===== src/rtl/gru_pkg.sv =====
// Shared definitions for the GRU sequence controller.
//   GRU_DW      : default signed fixed-point width of X and hidden state
//   GRU_SEQ_MAX : default maximum number of timesteps per sequence
//   gru_state_t : sequencer FSM state encoding
package gru_pkg;

    localparam int GRU_DW      = 8;
    localparam int GRU_SEQ_MAX = 16;

    typedef enum logic [2:0] {
        ST_IDLE = 3'd0,
        ST_LOAD = 3'd1,
        ST_EVAL = 3'd2,
        ST_EMIT = 3'd3,
        ST_FIN  = 3'd4
    } gru_state_t;

endpackage


===== src/rtl/gru_seq_ctrl.sv =====
// Sequences one recurrent cell over a stream of X samples.
// Each X sample is fed to the external cell together with the current hidden
// state. After CELL_LAT cycles the cell result becomes the new hidden state.
// That hidden state is then offered on the h stream and fed back for the
// next step.
//
// Ports
//   clk, rst_n               : clock, synchronous active-low reset
//   start, seq_len, h0       : sequence request, captured only in IDLE
//   x_valid, x_data, x_ready : X sample stream (accepted in LOAD)
//   cell_x, cell_h           : cell inputs, held stable through EVAL
//   cell_h_out               : cell result, sampled in the last EVAL cycle
//   h_valid, h_data, h_last, h_ready : per-step hidden-state output stream
//   busy, done               : status; done pulses one cycle in FIN
//
// state | meaning
// IDLE  | waiting for start
// LOAD  | waiting for an X sample
// EVAL  | cell computing, CELL_LAT cycles
// EMIT  | offering the new hidden state downstream
// FIN   | one-cycle done pulse, then back to IDLE
module gru_seq_ctrl
    import gru_pkg::*;
#(
    parameter int DW       = GRU_DW,
    parameter int SEQ_MAX  = GRU_SEQ_MAX,
    parameter int CELL_LAT = 1
) (
    input  logic          clk,
    input  logic          rst_n,
    input  logic          start,
    input  logic [4:0]    seq_len,
    input  logic [DW-1:0] h0,
    input  logic          x_valid,
    input  logic [DW-1:0] x_data,
    output logic          x_ready,
    output logic [DW-1:0] cell_x,
    output logic [DW-1:0] cell_h,
    input  logic [DW-1:0] cell_h_out,
    output logic          h_valid,
    output logic [DW-1:0] h_data,
    output logic          h_last,
    input  logic          h_ready,
    output logic          busy,
    output logic          done
);

    localparam logic [4:0] LP_SEQ_MAX   = 5'(SEQ_MAX);
    localparam logic [2:0] LP_WAIT_INIT = 3'(CELL_LAT - 1);

    gru_state_t    r_state;
    gru_state_t    w_state_nxt;
    logic [DW-1:0] r_h;
    logic [DW-1:0] r_x;
    logic [4:0]    r_step;
    logic [4:0]    r_len;
    logic [2:0]    r_wait;

    logic [4:0]    w_len_clamp;
    logic          w_last;
    logic          w_start_acc;
    logic          w_x_acc;
    logic          w_eval_end;
    logic          w_h_acc;

    assign w_len_clamp = (seq_len > LP_SEQ_MAX) ? LP_SEQ_MAX : seq_len;
    // r_len is never 0 outside IDLE/FIN, so the subtraction cannot wrap in EMIT.
    assign w_last      = (r_step == (r_len - 5'd1));
    assign w_start_acc = (r_state == ST_IDLE) && start;
    assign w_x_acc     = (r_state == ST_LOAD) && x_valid;
    assign w_eval_end  = (r_state == ST_EVAL) && (r_wait == 3'd0);
    assign w_h_acc     = (r_state == ST_EMIT) && h_ready;

    always_ff @(posedge clk) begin
        if (!rst_n) begin
            r_state <= ST_IDLE;
        end else begin
            r_state <= w_state_nxt;
        end
    end

    always_comb begin
        w_state_nxt = r_state;
        x_ready     = 1'b0;
        h_valid     = 1'b0;
        h_last      = 1'b0;
        busy        = 1'b1;
        done        = 1'b0;
        case (r_state)
            ST_IDLE: begin
                busy = 1'b0;
                if (start) begin
                    w_state_nxt = (w_len_clamp == 5'd0) ? ST_FIN : ST_LOAD;
                end
            end
            ST_LOAD: begin
                x_ready = 1'b1;
                if (x_valid) begin
                    w_state_nxt = ST_EVAL;
                end
            end
            ST_EVAL: begin
                if (r_wait == 3'd0) begin
                    w_state_nxt = ST_EMIT;
                end
            end
            ST_EMIT: begin
                h_valid = 1'b1;
                h_last  = w_last;
                if (h_ready) begin
                    w_state_nxt = w_last ? ST_FIN : ST_LOAD;
                end
            end
            ST_FIN: begin
                done        = 1'b1;
                w_state_nxt = ST_IDLE;
            end
            default: begin
                w_state_nxt = ST_IDLE;
            end
        endcase
    end

    always_ff @(posedge clk) begin
        if (!rst_n) begin
            r_h    <= '0;
            r_x    <= '0;
            r_step <= '0;
            r_len  <= '0;
            r_wait <= '0;
        end else begin
            if (w_start_acc) begin
                r_h    <= h0;
                r_len  <= w_len_clamp;
                r_step <= '0;
            end
            if (w_x_acc) begin
                r_x    <= x_data;
                r_wait <= LP_WAIT_INIT;
            end
            if (r_state == ST_EVAL) begin
                if (w_eval_end) begin
                    r_h <= cell_h_out;
                end else begin
                    r_wait <= r_wait - 3'd1;
                end
            end
            if (w_h_acc && !w_last) begin
                r_step <= r_step + 5'd1;
            end
        end
    end

    assign cell_x = r_x;
    assign cell_h = r_h;
    assign h_data = r_h;

endmodule


===== config.mk =====
export PLATFORM = sky130hd
export DESIGN_NAME = gru_seq_ctrl
export DESIGN_NICKNAME = d
export VERILOG_FILES = /design/src/rtl/gru_pkg.sv /design/src/rtl/gru_seq_ctrl.sv
export SDC_FILE = /design/constraint.sdc
export NUM_CORES = 1
export LEC_CHECK = 0
export ABC_CLOCK_PERIOD_IN_PS = 2350
export CORE_ASPECT_RATIO = 0.5
export CORE_MARGIN = 4
export CORE_UTILIZATION = 62
export DETAILED_ROUTE_END_ITERATION = 8
export DONT_BUFFER_PORTS = 1
export PLACE_DENSITY = 0.78
export SETUP_SLACK_MARGIN = 0.4
export SLEW_MARGIN = 25
export SYNTH_ARGS = -nofsm -noshare
export SYNTH_HDL_FRONTEND = slang
export SYNTH_SLANG_ARGS = --single-unit

===== constraint.sdc =====
create_clock -name clk -period 2.35 [get_ports clk]
set_input_delay 0.235 -clock clk [delete_from_list [all_inputs] [get_ports clk]]
set_output_delay 0.235 -clock clk [all_outputs]
set_load 0.03 [all_outputs]

==> results.json, run 1 <==
{
  "drc": 0,
  "ys_seq_area_share_pct": 38.67,
  "ios": 63,
  "grt_pass1_vias": 1317,
  "clk_pin_slew_ns": 0.07,
  "grt_max_degree": 31,
  "grt_pass1_wl_um": 6085,
  "worstPathRequired_ns": 2.56,
  "grt_usage_pct": 22.55,
  "synth_nets": 236,
  "synth_edf_count": 0,
  "synthTopCellsByCount": "32 x dfxtp_1, 21 x nand2_1, 21 x nor2_1",
  "drt_pass1_iterations": 4,
  "crit_start": "r_len[1]",
  "viasPerCell": 6.247,
  "worst_path_max_delay_cell": "or4_1",
  "nFillCells": 175,
  "hp-start": "x_data[1]",
  "drtAntennaViolNets": 0,
  "yosysUniqueCellTypes": 36,
  "finalHoldViolCount": 0,
  "worst_pin_slew_ns": 0.8933,
  "tns_ns": 0,
  "avgSynthCellArea_um2": 8.367,
  "syn_inst": 198,
  "place.gp.congestion": 0.7554,
  "drive_gt1_share_pct": 19.50,
  "core_um2": 2372,
  "cts_htree_levels": 2,
  "numCtsBuffers": 5,
  "fin_nets": 237,
  "n_antenna_cell": 0,
  "yosysTopAreaCell": "dfxtp_1",
  "avgRoutedWirePerCell_um": 17.22,
  "die_h_um": 44.55,
  "ys_warn_count": 0,
  "rows": 12,
  "met2WireLength_um": 1803,
  "crit_path_start_kind": "register",
  "crit_family": "compound AO/OA/AOI/OAI gates",
  "dpl_cell_area_um2": 1640,
  "finalInstanceArea_um2": 1893,
  "dieArea_um2": 3613,
  "outcome": "finished, final reports clean",
  "syn_area_um2": 1657,
  "finalSetupViolations": 0,
  "wl_met1_um": 1715,
  "wirelength_um": 4047,
  "cts_tree": "yes",
  "grt_antenna_before_repair": 0,
  "vdd_drop_max_mv": 0.5427,
  "gr-total-overflow": 0,
  "leakage_nw": 0.7174,
  "end_kind": "register",
  "synth_top_cell_area_share_pct": 38.67,
  "skew_ns": 0.004834,
  "wl_met3_um": 462,
  "initial_core_util_pct": 69.83,
  "slew_headroom_pct": 40.38,
  "period_share_pct": 84.60,
  "power_density_nw_per_um2": 849.1,
  "rr_startpoint": "r_len[1]",
  "fp.dieW_um": 81.10,
  "regArea_um2": 644.4,
  "crit_buf_inv": 2,
  "max_freq_mhz": 503.0,
  "synthArstFlopShare_pct": 0,
  "utilization_pct": 79.80,
  "min_path_cells": 2,
  "synth.most_common_cell": "dfxtp_1",
  "clk_path_buf_depth": 2,
  "max-cap-violations": 0,
  "vias": 1468,
  "insertion_delay_ns": 0.29,
  "highest_layer": "met4",
  "rsz0062_at_grt": "true",
  "io_buffers": 0,
  "hold_buffers": 0,
  "multiInputGateArea_um2": 973.4,
  "path_class": "register to register",
  "layout_min_cycle_time_ns": 1.988,
  "cpPeakStageDelay_ns": 0.50,
  "dr.first_iter.drc_count": 122,
  "synth_ff_type": "dfxtp_1",
  "slew_viol_final": 0,
  "ff2ff_path_depth": 8,
  "path_cells": "inv_2, ha_4, xnor2_1, a22oi_2, buf_4, o2111a_2, or4_1, a31oi_1",
  "ys_ff_latch": 32,
  "path_max_fanout": 5,
  "yosys-top-cells-area": "dfxtp_1 39%, a21oi_1 5.7%, mux2i_1 5.4%",
  "cp_data_arrival_time_ns": 2.20,
  "dp_hpwl_um": 2608,
  "cts.sinks": 32,
  "cp_num_cells": 8,
  "root_buffer": "clkbuf_8",
  "area_growth_pct": 14.28,
  "hp-class": "input port to register"
}
==> area by class of cell <==
type	count	area share, %
clock inverter	1	1.586
timing repair buffer	11	4.362
clock buffer	7	5.089
inverter	6	1.190
tap	35	2.313
sequential	32	34.04
multi-input combinational	143	51.42
==> logic make-up (layout without fill, tap and decap cells) <==
family                   Yosys count  count (layout)  share of synthesized area, %
AO/OA/AOI/OAI                     45              46                         18.05
multiplexers                       9               9                         5.438
buffers and inverters             24              25                         8.006
adder cells (fa/ha/maj)            4               4                         3.021
XOR/XNOR                           6               6                         3.172
AND/OR/NAND/NOR                   78              78                         23.64
flip-flops                        32              32                         38.67
==> where the power goes <==
group          switching (mW)  leakage [nW]  internal [mW]
clock network           0.207        0.0645          0.374
registers               0.162         0.262          0.589
logic                   0.161         0.391          0.115
total                   0.530         0.717           1.08
==> what timing repair did <==
action | 4_1_cts | 5_1_grt
resized for setup | 11 | 5
pin swaps | 4 | 3
buffers inserted | 4 | 2
setup endpoints to repair | 6 | 10
hold endpoints to repair | 0 | 0
cloned | 0 | 1
==> state kept, by name, indices dropped and copies added, names as in the netlist <==
| register | flops |
|---|---|
| cell_h | 8 |
| cell_x | 8 |
| r_len | 5 |
| r_step | 5 |
| r_state | 3 |
| r_wait | 3 |
==> final timing paths <==
check                           slack (ns)         to
worst min register to register        0.50  r_wait[1]
worst max-delay path                  0.36  r_step[3]
worst min-delay path                  0.08  cell_x[1]
worst max register to register        0.36  r_step[3]
==> stage by stage <==
| stage | hold slack (ns) | worst slack, ns | std cells | total power [mW] |
|---|---|---|---|---|
| 6_report | 0.07886 | 0.3620 | 235 | 1.607 |
| 5_1_grt | 0.07468 | 0.2680 | 235 | 1.678 |
| 4_1_cts | 0.07678 | 0.3498 | 232 | 1.593 |
| 3_5_place_dp | 0.3812 | 0.2491 | 220 | 1.001 |
| 3_3_place_gp | 0.3734 | 0.3593 | 220 | 0.9906 |
| 2_1_floorplan | 0.3710 | 0.3560 | 198 | 0.9838 |
==> worst register-to-register path, cell delays in order (launching register included) <==
cell,delay (ns)
dfxtp_2,0.35
inv_2,0.05
ha_4,0.17
xnor2_1,0.16
a22oi_2,0.09
buf_4,0.15
o2111a_2,0.28
or4_1,0.50
a31oi_1,0.16
==> layout by cell type, fill, tap and decap left out, types with 4 or more instances in the layout <==
master / count
a31oi_1: 4
buf_4: 11
nand3_1: 6
o211ai_1: 5
inv_1: 4
nor2_1: 19
clkbuf_8: 7
a211oi_1: 8
nand2_1: 21
mux2i_1: 9
a21oi_1: 19
dfxtp_1: 29
nor3b_1: 5
==> per-layer routing <==
layer	global-route usage, %	up-vias
met5	0	-
met4	5.051	0
met3	11.99	9
met2	36.70	83
met1	26.59	670
li1	-	706
Note: power is estimated with default switching activity, not from simulation.
==> run 2, diff against run 1 <==
- ABC_CLOCK_PERIOD_IN_PS: 2350 -> 1700
- CORE_UTILIZATION: 62 -> 56
- PLACE_DENSITY: 0.78 -> 0.74
- clock period: 2.35 -> 1.7 ns (I/O delays scaled with it)
==> results.json, run 2 (synthesized netlist as in run 1, its figures left out) <==
{
  "outcome": "finished, violations left",
  "violations": "setup timing",
  "path_class": "register to register",
  "grtUsageMet3_pct": 13.04,
  "rr_startpoint": "r_len[0]",
  "drtAntennaViolNets": 0,
  "slew_viol_final": 0,
  "skew_ns": 0.008132,
  "max_freq_mhz": 487.6,
  "n_antenna_cell": 0,
  "r2r_setup_slack_ns": -0.35,
  "use_met1_pct": 30.34,
  "leakage_nw": 0.9882,
  "drc": 0,
  "power_density_nw_per_um2": 1031,
  "grt_max_degree": 17,
  "cts_tree": "yes",
  "insertion_delay_ns": 0.29,
  "drive_gt1_share_pct": 51.27,
  "gr-total-overflow": 0,
  "dr.first_iter.drc_count": 173,
  "rows": 13,
  "finalHoldViolCount": 0,
  "avgRoutedWirePerCell_um": 24.96,
  "min_path_cells": 2,
  "path_max_fanout": 5,
  "dp_hpwl_um": 2962,
  "end_kind": "register",
  "crit_path_start_kind": "register",
  "wirelength_um": 6814,
  "cp_data_arrival_time_ns": 2.27,
  "initial_core_util_pct": 61.35,
  "vias": 1905,
  "worst_pin_slew_ns": 0.4478,
  "die_h_um": 46.46,
  "max-cap-violations": 0,
  "worstHoldEndpoint": "cell_x[5]",
  "grt_antenna_before_repair": 0,
  "root_buffer": "clkbuf_8",
  "clk_path_buf_depth": 2,
  "core_um2": 2700,
  "worst_path_max_delay_cell": "or4_1",
  "final_common_cell": "buf_4",
  "io_buffers": 0,
  "area_growth_pct": 54.08,
  "utilization_pct": 94.53,
  "finalSetupViolations": 8,
  "worstPathRequired_ns": 1.91,
  "cpPeakStageDelay_ns": 0.46,
  "hp-class": "input port to register",
  "whs_ns": 0.003175,
  "final_cell_mix": "27 x buf_4, 25 x dfxtp_1, 17 x nor2_1",
  "drt_pass1_iterations": 5,
  "grt_usage_pct": 28.03,
  "numCtsBuffers": 5,
  "ios": 63,
  "grt_pass1_vias": 1719,
  "ff2ff_path_depth": 8,
  "setup_slack_ns": -0.3510,
  "clk_pin_slew_ns": 0.07,
  "cts.sinks": 32,
  "met2_usage_pct": 49.77,
  "crit_family": "compound AO/OA/AOI/OAI gates",
  "place.gp.congestion": 0.8316,
  "period_share_pct": 120.6,
  "rsz0062_at_grt": "true",
  "layout_min_cycle_time_ns": 2.051,
  "hp-start": "x_data[5]",
  "viasPerCell": 6.978,
  "tns_ns": -2.326,
  "fp.dieW_um": 84.92,
  "nFillCells": 74,
  "path_cells": "inv_2, ha_4, xnor2_2, a22oi_2, buf_4, o2111a_2, or4_1, a31oi_1",
  "grt_pass1_wl_um": 8197,
  "crit_buf_inv": 2,
  "vdd_drop_max_mv": 0.8625,
  "gr-max-usage-layer": "met2",
  "dieArea_um2": 3945,
  "fin_nets": 273,
  "cts_htree_levels": 2,
  "slew_headroom_pct": 70.05,
  "crit-reg2reg-capture": "r_step[3]",
  "cp_num_cells": 8
}
## run 2: cell types whose count changed in the layout (fill, tap and decap cells not counted), moves of 4 or more
cell,change
a21oi_1,-16
buf_4,+16
a21oi_2,+16
nor3b_4,+6
dfxtp_1,-4
buf_6,+11
nand2_2,+13
dlygate4sd3_1,+4
nand2_1,-16
nor3b_1,-5
## run 2: layer usage
| layer | up-vias | share of wire, % |
|---|---|---|
| li1 | 773 | - |
| met1 | 882 | 36 |
| met2 | 194 | 46 |
| met3 | 56 | 12 |
| met4 | 0 | 6.1 |
| met5 | - | 0 |
## run 2: layout make-up
cell class / instances / area (um^2) / area share, %
clock inverters: 1 / 30.03 / 1.176
flip-flops and latches: 32 / 654.4 / 25.64
inverters: 6 / 22.52 / 0.8824
well taps: 37 / 46.29 / 1.814
clock buffers: 7 / 96.34 / 3.775
multi-input cells: 142 / 1206 / 47.25
repair buffers: 48 / 496.7 / 19.46
## run 2: where the power goes
part           switching [mW]  internal, mW
registers              0.0872         0.814
clock network           0.297         0.517
logic                   0.532         0.384
## run 2: repair_timing
item / in CTS / in global routing
setup buffers: 12 / 4
pin swaps: 17 / 9
setup endpoints to repair: 35 / 35
hold buffers: 0 / 4
resized for setup: 38 / 36
endpoints found under the hold margin: 0 / 4
gates cloned: 2 / 0
## run 2: metrics by stage
step                setup slack [ns]  instances  power (mW)  cell area [um^2]
global placement           -0.007330        243       1.523              1937
global route                 -0.4491        273       2.695              2552
detailed placement          -0.06813        243       1.537              1937
CTS                          -0.2067        265       2.486              2338
floorplan                  -0.005783        198       1.445              1822
finish                       -0.3510        273       2.632              2552
## run 2: worst max path at each step
stage / from / to / slack [ns]
3_5_place_dp: r_len[1] / r_step[3] / -0.07
6_report: r_len[0] / r_step[3] / -0.35
3_3_place_gp: r_len[1] / r_step[4] / -0.007
5_1_grt: r_len[0] / r_step[4] / -0.45
2_1_floorplan: r_len[0] / h_last / -0.006
4_1_cts: r_len[0] / h_last / -0.21
